**src/rtl/sync_2ff.sv**
```systemverilog
// rtl/sync_2ff.sv - two-flop synchronizer for a single asynchronous input
//
// Ports:
//   clk    : destination clock, rising edge
//   rst_p  : asynchronous active-high reset, clears both stages to 0
//   d      : asynchronous input
//   q      : input resynchronized to clk (two-cycle latency)
module sync_2ff (
  input  logic clk,
  input  logic rst_p,
  input  logic d,
  output logic q
);

  logic s1;

  always_ff @(posedge clk or posedge rst_p) begin
    if (rst_p) begin
      s1 <= 1'b0;
      q  <= 1'b0;
    end else begin
      s1 <= d;
      q  <= s1;
    end
  end

endmodule

```
**src/rtl/btn_debounce_pulse.sv**
```systemverilog
// rtl/btn_debounce_pulse.sv - push-button debouncer with press/release pulses
//
// Ports:
//   clk           : system clock, rising edge
//   rst_p         : asynchronous active-high reset
//   btn_in        : raw bouncy button, asynchronous to clk
//   btn_level     : debounced level, registered
//   press_pulse   : one-cycle pulse when a press is accepted (counter enable)
//   release_pulse : one-cycle pulse when a release is accepted
//
// A level change is accepted only after the synchronized input has held the
// new value for STABLE_CYCLES cycles inside the matching WAIT state; any
// opposite sample falls back to the previous stable state.
module btn_debounce_pulse #(
  parameter int STABLE_CYCLES = 1000000,
  parameter int CNT_W         = 20
) (
  input  logic clk,
  input  logic rst_p,
  input  logic btn_in,
  output logic btn_level,
  output logic press_pulse,
  output logic release_pulse
);

  localparam logic [1:0] IDLE         = 2'd0;
  localparam logic [1:0] WAIT_PRESS   = 2'd1;
  localparam logic [1:0] PRESSED      = 2'd2;
  localparam logic [1:0] WAIT_RELEASE = 2'd3;

  localparam logic [CNT_W-1:0] CNT_LAST = CNT_W'(STABLE_CYCLES - 1);

  logic             sync;
  logic [1:0]       state;
  logic [CNT_W-1:0] cnt;

  sync_2ff u_sync (
    .clk   (clk),
    .rst_p (rst_p),
    .d     (btn_in),
    .q     (sync)
  );

  always_ff @(posedge clk or posedge rst_p) begin
    if (rst_p) begin
      state         <= IDLE;
      cnt           <= '0;
      btn_level     <= 1'b0;
      press_pulse   <= 1'b0;
      release_pulse <= 1'b0;
    end else begin
      // Pulses are single-cycle: cleared unless set again below.
      press_pulse   <= 1'b0;
      release_pulse <= 1'b0;
      case (state)
        IDLE: begin
          if (sync) begin
            state <= WAIT_PRESS;
            cnt   <= '0;
          end
        end
        WAIT_PRESS: begin
          if (!sync) begin
            state <= IDLE;
          end else if (cnt == CNT_LAST) begin
            state       <= PRESSED;
            press_pulse <= 1'b1;
            btn_level   <= 1'b1;
          end else begin
            cnt <= cnt + 1'b1;
          end
        end
        PRESSED: begin
          if (!sync) begin
            state <= WAIT_RELEASE;
            cnt   <= '0;
          end
        end
        WAIT_RELEASE: begin
          if (sync) begin
            state <= PRESSED;
          end else if (cnt == CNT_LAST) begin
            state         <= IDLE;
            release_pulse <= 1'b1;
            btn_level     <= 1'b0;
          end else begin
            cnt <= cnt + 1'b1;
          end
        end
        default: begin
          state <= IDLE;
        end
      endcase
    end
  end

endmodule
```
**config.mk**
```make
export PLATFORM = sky130hd
export DESIGN_NAME = btn_debounce_pulse
export DESIGN_NICKNAME = d
export VERILOG_FILES = /design/src/rtl/sync_2ff.sv /design/src/rtl/btn_debounce_pulse.sv
export SDC_FILE = /design/constraint.sdc
export NUM_CORES = 1
export LEC_CHECK = 0
export CORE_MARGIN = 2
export CORE_UTILIZATION = 31
export CTS_CLUSTER_SIZE = 10
export DETAILED_ROUTE_END_ITERATION = 12
export REMOVE_ABC_BUFFERS = 1
export SYNTH_ARGS = -nofsm -noshare
export SYNTH_HDL_FRONTEND = slang
export SYNTH_SLANG_ARGS = --single-unit
```
**constraint.sdc**
```tcl
create_clock -name clk -period 2.5 [get_ports clk]
set_input_delay 0.25 -clock clk [delete_from_list [all_inputs] [get_ports clk]]
set_output_delay 0.25 -clock clk [all_outputs]
set_load 0.01 [all_outputs]
```
==> results of run 1 <==
-- kinds of logic (layout without fill, tap and decap cells) --
logic type / count (synthesis) / after routing / share of synthesized area
AOI/OAI and AO/OA: 35 / 35 / 0.141
muxes: 4 / 4 / 0.0270
DFF: 27 / 27 / 0.442
xor gates and xnor gates: 2 / 2 / 0.0238
and+or+nand+nor: 81 / 81 / 0.315
buffers and inverters: 15 / 21 / 0.0434
adders and majority gates: 1 / 1 / 0.00819
-- registers in the layout, summed over array words and instances (netlist names), named ones only --
| signal | cells |
|---|---|
| cnt | 20 |
| btn_level | 1 |
| press_pulse | 1 |
| release_pulse | 1 |
| state | 1 |
| u_sync.q | 1 |
| u_sync.s1 | 1 |
-- metal layers --
layer	global-route usage	vias up	share of wire	routed length, µm
met5	0	-	0	0
met4	0.0444	0	0.0066	22
met3	0.0176	2	0.030	99
met2	0.211	17	0.48	1580
met1	0.184	611	0.49	1630
li1	-	626	-	-
-- cells in the final DEF (no fill, tap or decap), types with 2 or more instances in the layout --
cell type	netlist	final
o311ai_0	2	2
or3_2	2	2
a211oi_1	2	2
nor3_1	4	4
or3_1	3	3
clkdlybuf4s50_1	0	5
nand2_1	19	19
nand4_1	3	3
mux2i_1	3	3
clkbuf_8	0	3
or4_1	5	5
and2_1	3	3
buf_4	0	4
inv_1	8	8
o22ai_1	2	2
nand3_1	11	11
a21oi_1	9	9
dfrtp_1	27	27
nand2b_1	5	5
nor3b_1	3	3
o21ai_0	12	12
o31ai_1	2	2
nor4_1	3	3
nand4b_1	2	2
nor2_1	7	7
-- synthesized netlist by cell type, types with 4 or more instances --
cell	n	area share
dfrtp_1	27	0.44
nand2_1	19	0.047
o21ai_0	12	0.039
nand3_1	11	0.036
a21oi_1	9	0.029
inv_1	8	0.020
nor2_1	7	0.017
nand2b_1	5	0.020
or4_1	5	0.025
clkbuf_1	4	0.0098
nor3_1	4	0.013
-- layout make-up --
| type | instances | area, µm² | area share |
|---|---|---|---|
| Sequential cell | 27 | 676 | 0.397 |
| Timing Repair Buffer | 9 | 80.1 | 0.0471 |
| Tap cell | 67 | 83.8 | 0.0493 |
| Clock buffer | 3 | 41.3 | 0.0243 |
| Clock inverter | 1 | 5.00 | 0.00294 |
| Inverter | 8 | 30.0 | 0.0176 |
| Multi-Input combinational cell | 123 | 786 | 0.462 |
-- critical path, delay by kind of cell (launching register included) --
kind / cells / cell delay [ps]
adder cells (fa/ha/maj): 1 / 230
AO/OA/AOI/OAI: 1 / 160
AND/OR/NAND/NOR: 3 / 1110
flip-flops: 1 / 410
-- stage by stage --
stage | hold WS, ps | instance area (µm²)
after floorplan | 281 | 1490
after global placement | 338 | 1660
after detailed placement | 339 | 1660
after CTS | 339 | 1700
after global routing | 367 | 1700
final | 324 | 1700
-- path summary, 6_finish.rpt --
| kind | slack (ps) | cells past startpoint | end | startpoint |
|---|---|---|---|---|
| max | 520 | 5 | cnt[12]$_DFFE_PP0P_ | cnt[0]$_DFFE_PP0P_ |
| min | 320 | 3 | cnt[15]$_DFFE_PP0P_ | rst_p |
| max reg2reg | 520 | 5 | cnt[12]$_DFFE_PP0P_ | cnt[0]$_DFFE_PP0P_ |
| min reg2reg | 360 | 0 | u_sync.q$_DFF_PP0_ | u_sync.s1$_DFF_PP0_ |
| max in group asynchronous | 1920 | 3 | cnt[4]$_DFFE_PP0P_ | rst_p |
| min in group clk | 360 | 0 | u_sync.q$_DFF_PP0_ | u_sync.s1$_DFF_PP0_ |
-- where the power goes --
| group | leakage, µW | internal [µW] | switching [µW] |
|---|---|---|---|
| registers | 0.000368 | 446 | 13.2 |
| logic | 0.000248 | 18.5 | 33.7 |
| clock network | 0.0000255 | 112 | 143 |
==> summary.md, run 1 <==
| Metric | Value |
|---|---|
| Root buf cell | `clkbuf_8` |
| Status | `finished clean` |
| Post-CTS resize count | `0` |
| Cell variety after synth | `46` |
| Synth Instances | `165` |
| Non-Filler Instances | `238` |
| Pwr dens | `450 mW/mm²` |
| Endpoints failing setup | `0` |
| Largest net degree at the start of global routing | `28` |
| Mapped cell area | `0.00153 mm²` |
| CP Launch Type | `register` |
| GRT overflow | `0` |
| Syn Area/Cell | `9.26 µm²` |
| Die width | `74.2 µm` |
| Final min period | `1980 ps` |
| Arrival @ worst endpoint | `2190 ps` |
| PnR worst setup slack | `516 ps` |
| Tot Pwr | `766 µW` |
| Critical path's slowest cell | `or4_1` |
| Post-DP HPWL | `2.35 mm` |
| DIE AREA | `0.00551 mm²` |
| Crit Path Class | `reg2reg` |
| Fin nets | `176` |
| Sequential fraction of the synthesis area | `0.442` |
| Antenna violations before repair | `0` |
| Area of the core | `0.00472 mm²` |
| P&R area growth vs syn | `11.4%` |
| Leak pwr | `0.000641 µW` |
| Postcts setup bufs | `0` |
| Fin util | `0.360` |
| 1st-pass router iterations | `4` |
| Worst-path maximum fanout | `11` |
| TritonCTS clock tree | `done` |
| Vias in the first global route | `1189` |
| CTS Buffer Depth | `2` |
| Ports | `6` |
| Clk pin slew, worst setup/hold paths | `100 ps` |
| Dpl cells | `234` |
| Routed Antenna Nets | `0` |
| Async SR Flop Fraction | `1.00` |
| Slew Limit Fails | `0` |
| Final Wtd Congestion | `0.781` |
| # rows | `25` |
| Initial Utilization | `0.323` |
| Vias per cell | `5.28` |
| Peak VDD IR | `250 µV` |
| GRT Total Usage | `0.132` |
| Ys flop type | `dfrtp_1` |
| CTS Buf Count | `3` |
| Synthesis-stage register bit count | `27` |
| Iter 0 DRT Violations | `47` |
| Hold Path Class | `in2async` |
| Cell Chain, Critical Path | `ha_1 > nand3_2 > or3_4 > or4_1 > a21oi_1` |
| First-pass GRT wire length | `5.69 mm` |
| Synthesis warning total | `0` |
| Max frequency | `504 MHz` |
| Hold-fix buffers, CTS | `0` |
| Fin crit share | `0.794` |
| Via count | `1256` |
| Fin Clk Skew | `4.85 ps` |
| WL/cell | `14.0 µm` |
| DRC Markers | `0` |
| Worst path max stage delay | `510 ps` |
| Max H-tree Level | `1` |
| IO Port Bufs | `5` |
| Clk sinks | `27` |
| Worst EP required | `2700 ps` |
| Diodes inserted | `0` |
| Die Span Y | `74.2 µm` |
| Pre-CTS setup slack | `512 ps` |
| Fill cell count | `484` |
| Clk_lat worst skew | `270 ps` |
| Post-Route WL | `3.33 mm` |
| Sum Neg Setup Slack | `0 ps` |
| Max-cap violations | `0` |
| Post-synth EDFFs | `0` |
| Relative slew slack | `0.642` |
| RSZ-0062 raised after global routing | `no` |
| Least-Margin Pin Slew | `532 ps` |
| Share of cells above drive strength 1 | `0.105` |
| Final hold viol count | `0` |
| CP Capture Type | `register` |
No activity file was read; power rests on OpenSTA's default activity.
==> run 2: changes to the inputs <==
==> constraint.sdc (replaced) <==
create_clock -name clk -period 1.8 [get_ports clk]
set_input_delay 0.18 -clock clk [delete_from_list [all_inputs] [get_ports clk]]
set_output_delay 0.18 -clock clk [all_outputs]
set_load 0.01 [all_outputs]
==> run 2 against run 1 <==
Clock power up 49%. Flip-flop and latch count unchanged. Wire length up 23%. Non-clock buffer count up 31. First-iteration DRC count up 77%. Critical path depth unchanged. Maximum frequency up 11%. Final cell count up 13%. Clock-buffer cell count unchanged. Critical endpoint is now cnt[16]$_DFFE_PP0P_. Largest power group unchanged.
==> summary.md, run 2 (synthesis gave the netlist of run 1 again) <==
| Metric | Value |
|---|---|
| Sequential power share | `0.567` |
| CP Capture Type | `register` |
| Leak pwr | `0.000831 µW` |
| CTS Buf Count | `3` |
| Max-cap violations | `0` |
| Net switching power | `294 µW` |
| Clock power frac | `0.339` |
| Die Span Y | `74.2 µm` |
| Ports | `6` |
| DRC Markers | `0` |
| Hold-fix buffers, CTS | `0` |
| Max frequency | `561 MHz` |
| Clk_lat worst skew | `290 ps` |
| Fin nets | `208` |
| P&R area growth vs syn | `36.0%` |
| WL/cell | `15.2 µm` |
| Vias per cell | `5.33` |
| Iter 0 DRT Violations | `83` |
| Final Wtd Congestion | `0.825` |
| TritonCTS clock tree | `done` |
| Routed Antenna Nets | `0` |
| Peak VDD IR | `361 µV` |
| First-pass GRT wire length | `6.57 mm` |
| Worst-path maximum fanout | `6` |
| Slew Limit Fails | `0` |
| Vias in the first global route | `1390` |
| Crit Path Class | `reg2reg` |
| Largest register FFs | `20` |
| Worst EP required | `2020 ps` |
| Area of the core | `0.00472 mm²` |
| # rows | `25` |
| Clk pin slew, worst setup/hold paths | `100 ps` |
| Cell Chain, Critical Path | `ha_2 > nand3_4 > or3_4 > or4_4 > a21oi_2` |
| Fin crit share | `0.991` |
| R2R setup slack | `20 ps` |
| RSZ-0062 raised after global routing | `yes` |
| GRT Total Usage | `0.155` |
| Final min period | `1780 ps` |
| Least-Margin Pin Slew | `449 ps` |
| 1st-pass router iterations | `4` |
| Hold Path Class | `in2async` |
| Commonest non-fill, non-tap cells in the layout | `35 x buf_4, 25 x dfrtp_1, 19 x nand2_1` |
| Worst path max stage delay | `440 ps` |
| GR Util met2 | `0.259` |
| Pwr dens | `538 mW/mm²` |
| Root buf cell | `clkbuf_8` |
| Arrival @ worst endpoint | `2010 ps` |
| IO Port Bufs | `5` |
| Met1 Resource Use GR | `0.205` |
| Final hold viol count | `0` |
| Biggest register | `cnt` |
| Diodes inserted | `0` |
| Top Usage Layer GRT | `met2` |
| Crit path max-delay family | `simple AND/OR/NAND/NOR gates` |
| Post-DP HPWL | `2.68 mm` |
| Post-DP Area | `0.00185 mm²` |
| DIE AREA | `0.00551 mm²` |
| Fin Clk Skew | `3.40 ps` |
| Worst path bufs/invs | `0` |
| Initial Utilization | `0.323` |
| Max H-tree Level | `1` |
| GRT overflow | `0` |
| CP Launch Type | `register` |
| CTS Buffer Depth | `2` |
| Relative slew slack | `0.700` |
| Largest net degree at the start of global routing | `28` |
| Status | `finished clean` |
| Grt met3 use | `0.0203` |
| Clk sinks | `27` |
| Most common cell after layout, fill and taps aside | `buf_4` |
| Net Sw Frac | `0.263` |
| Share of cells above drive strength 1 | `0.365` |
| Fill cell count | `457` |
| Design area | `0.00208 mm²` |
| Cell Int Power | `824 µW` |
| Critical path's slowest cell | `or4_4` |
| Fin util | `0.440` |
| Endpoints failing setup | `0` |
| Post-Route WL | `4.10 mm` |
| Combinational fraction of design power | `0.094` |
| Antenna violations before repair | `0` |
| Die width | `74.2 µm` |
| Via count | `1438` |
run 2: worst paths after layout:
path | start | to | cells after the start
worst max-delay path | cnt[1]$_DFFE_PP0P_ | cnt[16]$_DFFE_PP0P_ | 5
worst max register to register | cnt[1]$_DFFE_PP0P_ | cnt[16]$_DFFE_PP0P_ | 5
min in group clk | btn_in | u_sync.s1$_DFF_PP0_ | 1
worst min register to register | u_sync.s1$_DFF_PP0_ | u_sync.q$_DFF_PP0_ | 0
worst min-delay path | rst_p | cnt[13]$_DFFE_PP0P_ | 3
max in group asynchronous | rst_p | cnt[2]$_DFFE_PP0P_ | 3
run 2: metal layers:
metal | up-vias | wire length [µm] | share of wire
met1 | 725 | 1890 | 0.46
met5 | - | 0 | 0
met2 | 18 | 2050 | 0.50
met3 | 5 | 97 | 0.024
met4 | 0 | 60 | 0.015
li1 | 690 | - | -
run 2: stage by stage:
stage | instances | TNS [ps] | total power (µW) | setup WS (ps) | hold slack [ps]
final | 270 | 0 | 1120 | 17.0 | 236
after global routing | 270 | -201 | 1170 | -71.7 | 301
after CTS | 264 | -5.93 | 1120 | -5.93 | 260
after detailed placement | 260 | -145 | 742 | -47.4 | 343
after global placement | 260 | -27.5 | 741 | -26.8 | 337
after floorplan | 158 | -71.8 | 692 | -38.0 | 211
run 2: timing repair:
item | CTS | global route
gates resized for setup | 7 | 25
pin swaps | 3 | 15
cloned | 0 | 1
setup buffers | 0 | 5
setup endpoints to repair | 9 | 19
run 2: final cells by class:
class | instances | area [µm²] | area share
clock buffers | 3 | 41.3 | 0.0199
multi-input cells | 124 | 923 | 0.445
clock inverters | 1 | 7.51 | 0.00361
well taps | 67 | 83.8 | 0.0404
inverters | 8 | 30.0 | 0.0145
flip-flops and latches | 27 | 678 | 0.327
repair buffers | 40 | 313 | 0.151
run 2: worst register-to-register path, delay by kind of cell (launching register included):
kind	cells	cell delay [ps]
adder cells (fa/ha/maj)	1	220
flip-flops	1	390
AO/OA/AOI/OAI	1	150
AND/OR/NAND/NOR	3	960
run 2: power by group through the flow:
| stage | clock network (µW) | logic (µW) | registers, µW |
|---|---|---|---|
| after floorplan | 0 | 45.2 | 647 |
| after global placement | 0 | 96.2 | 644 |
| after detailed placement | 0 | 97.2 | 645 |
| after CTS | 384 | 98.0 | 633 |
| after global routing | 415 | 117 | 637 |
| final | 379 | 105 | 635 |
==> run 3: changes to the inputs <==
--- a/config.mk
+++ b/config.mk
@@ -5,7 +5,6 @@
 export SDC_FILE = /design/constraint.sdc
 export NUM_CORES = 1
 export LEC_CHECK = 0
-export CORE_MARGIN = 2
 export CORE_UTILIZATION = 31
 export CTS_CLUSTER_SIZE = 10
 export DETAILED_ROUTE_END_ITERATION = 12
==> run 3 against run 2 <==
The run now ends with setup timing left. Critical path depth is 1 higher. Clock skew is 1.2 ps lower. Sequential share of layout area is 0.66 points higher. Global-route usage is 0.57 points higher. Final area is 2.2% lower. Critical path type unchanged. Largest cell class unchanged.
==> summary.md, run 3 (synthesis gave the netlist of run 1 again) <==
| Metric | Value |
|---|---|
| Status | `complete, but fails checks` |
| Failing checks | `setup timing` |
| Biggest register | `cnt` |
| Clk sinks | `27` |
| Critical path's slowest cell | `or4_1` |
| Final Wtd Congestion | `0.899` |
| Via count | `1438` |
| Pre-CTS setup slack | `-84.0 ps` |
| Share of cells above drive strength 1 | `0.303` |
| # rows | `25` |
| Fin Clk Skew | `2.15 ps` |
| Max H-tree Level | `1` |
| WL/cell | `14.7 µm` |
| Combinational fraction of design power | `0.103` |
| Diodes inserted | `0` |
| Sequential power share | `0.572` |
| Worst EP required | `2010 ps` |
| Largest net degree at the start of global routing | `28` |
| Die width | `72.2 µm` |
| Crit path max-delay family | `simple AND/OR/NAND/NOR gates` |
| Final hold viol count | `0` |
| 1st-pass router iterations | `4` |
| CTS Buffer Depth | `2` |
| PnR worst setup slack | `-9.34 ps` |
| CP Launch Type | `register` |
| Worst path max stage delay | `490 ps` |
| CTS Buf Count | `3` |
| Worst-path maximum fanout | `4` |
| Fill cell count | `447` |
| Initial Utilization | `0.323` |
| Largest register FFs | `20` |
| Peak VDD IR | `293 µV` |
| Net switching power | `280 µW` |
| CP Capture Type | `register` |
| Pwr dens | `547 mW/mm²` |
| Slew Limit Fails | `0` |
| Dpl cells | `258` |
| Commonest non-fill, non-tap cells in the layout | `31 x buf_4, 26 x dfrtp_1, 19 x nand2_1` |
| First-pass GRT wire length | `6.47 mm` |
| R2R setup slack | `-9 ps` |
| Die Span Y | `72.2 µm` |
| Cell Chain, Critical Path | `buf_4 > and4_1 > nand3_1 > buf_4 > or4_1 > a21oi_1` |
| Most common cell on crit path | `buf_4` |
| Fin nets | `206` |
| Worst r2r src | `cnt[13]$_DFFE_PP0P_` |
| RSZ-0062 raised after global routing | `yes` |
| Final min period | `1810 ps` |
| Clock power frac | `0.324` |
| Ports | `6` |
| Leak pwr | `0.000803 µW` |
| Root buf cell | `clkbuf_8` |
| Relative slew slack | `0.715` |
| Vias in the first global route | `1378` |
| GRT overflow | `0` |
| TritonCTS clock tree | `done` |
| IO Port Bufs | `5` |
| Hold-fix buffers, CTS | `0` |
| Net Sw Frac | `0.252` |
| Non-Filler Instances | `268` |
| Top Usage Layer GRT | `met2` |
| GRT Total Usage | `0.160` |
| Worst path bufs/invs | `2` |
| Hold Path Class | `in2async` |
| Least-Margin Pin Slew | `423 ps` |
| Vias per cell | `5.37` |
| Grt met3 use | `0.0208` |
| Clk pin slew, worst setup/hold paths | `100 ps` |
| Clk_lat worst skew | `280 ps` |
| Routed Antenna Nets | `0` |
| Endpoints failing setup | `1` |
| Area of the core | `0.00472 mm²` |
| DRC Markers | `0` |
| Post-DP HPWL | `2.69 mm` |
| Max-cap violations | `0` |
| Antenna violations before repair | `0` |
| Post-Route WL | `3.94 mm` |
| Fin crit share | `1.01` |
| Arrival @ worst endpoint | `2020 ps` |
| Iter 0 DRT Violations | `147` |
| DIE AREA | `0.00521 mm²` |
| Most common cell after layout, fill and taps aside | `buf_4` |
| P&R area growth vs syn | `33.0%` |
| Hold Slack | `256 ps` |
| Crit Path Class | `reg2reg` |
| Max frequency | `553 MHz` |
| Reg-to-Reg End | `cnt[16]$_DFFE_PP0P_` |
| GR Util met2 | `0.269` |
| Worst Reg2Reg Path Length in Cells | `6` |
| Cell Int Power | `831 µW` |
| Met1 Resource Use GR | `0.209` |
[run 3: final cells by class]
cell class	count	area, µm²	share of cell area
inverter	8	30.0	0.0148
sequential	27	677	0.333
timing repair buffer	38	305	0.150
multi-input combinational	124	891	0.438
clock buffer	4	45.0	0.0222
tap	67	83.8	0.0413
[run 3: power groups by stage]
| stage | combinational (µW) | clock [µW] | sequential [µW] |
|---|---|---|---|
| 4_1_cts | 105 | 373 | 630 |
| 5_1_grt | 127 | 390 | 638 |
| 2_1_floorplan | 45.2 | 0 | 647 |
| 3_5_place_dp | 98.5 | 0 | 644 |
| 6_report | 115 | 360 | 636 |
| 3_3_place_gp | 97.2 | 0 | 643 |
[run 3: how the worst max path moves through the flow]
stage | start | to | slack, ps | cells after the start
floorplan | register | cnt[11]$_DFFE_PP0P_ | -40 | 4
global placement | cnt[15]$_DFFE_PP0P_ | btn_level$_DFFE_PP0P_ | -20 | 4
detailed placement | cnt[15]$_DFFE_PP0P_ | register | -80 | 4
CTS | cnt[15]$_DFFE_PP0P_ | register | 1 | 4
global route | cnt[12]$_DFFE_PP0P_ | cnt[0]$_DFFE_PP0P_ | -70 | 4
finish | cnt[13]$_DFFE_PP0P_ | cnt[16]$_DFFE_PP0P_ | -9 | 6
[run 3: worst register-to-register path, cell delays in order (launching register included)]
cell and delay (ps):
dfrtp_1 410, buf_4 130, and4_1 200, nand3_1 160
buf_4 200, or4_1 500, a21oi_1 150
[run 3: metrics by stage]
stage / cell area (µm²) / TNS (ps) / util / power [µW]
floorplan: 1490 / -71.8 / - / 692
global placement: 1840 / -21.0 / 0.389 / 740
detailed placement: 1840 / -211 / 0.389 / 742
CTS: 1910 / 0 / 0.405 / 1110
global route: 2030 / -406 / 0.430 / 1160
finish: 2030 / -9.34 / 0.430 / 1110
[run 3: what timing repair did]
| item | in CTS | in global routing |
|---|---|---|
| gates cloned | 0 | 1 |
| resized for setup | 4 | 21 |
| setup endpoints to repair | 7 | 14 |
| pin swaps | 2 | 12 |
| buffers inserted | 1 | 4 |
[run 3: per-layer routing]
layer	vias to the layer above	routed length [µm]	share of wire
met3	4	127	0.032
met5	-	0	0
li1	687	-	-
met4	0	57	0.014
met1	717	1820	0.46
met2	30	1940	0.49
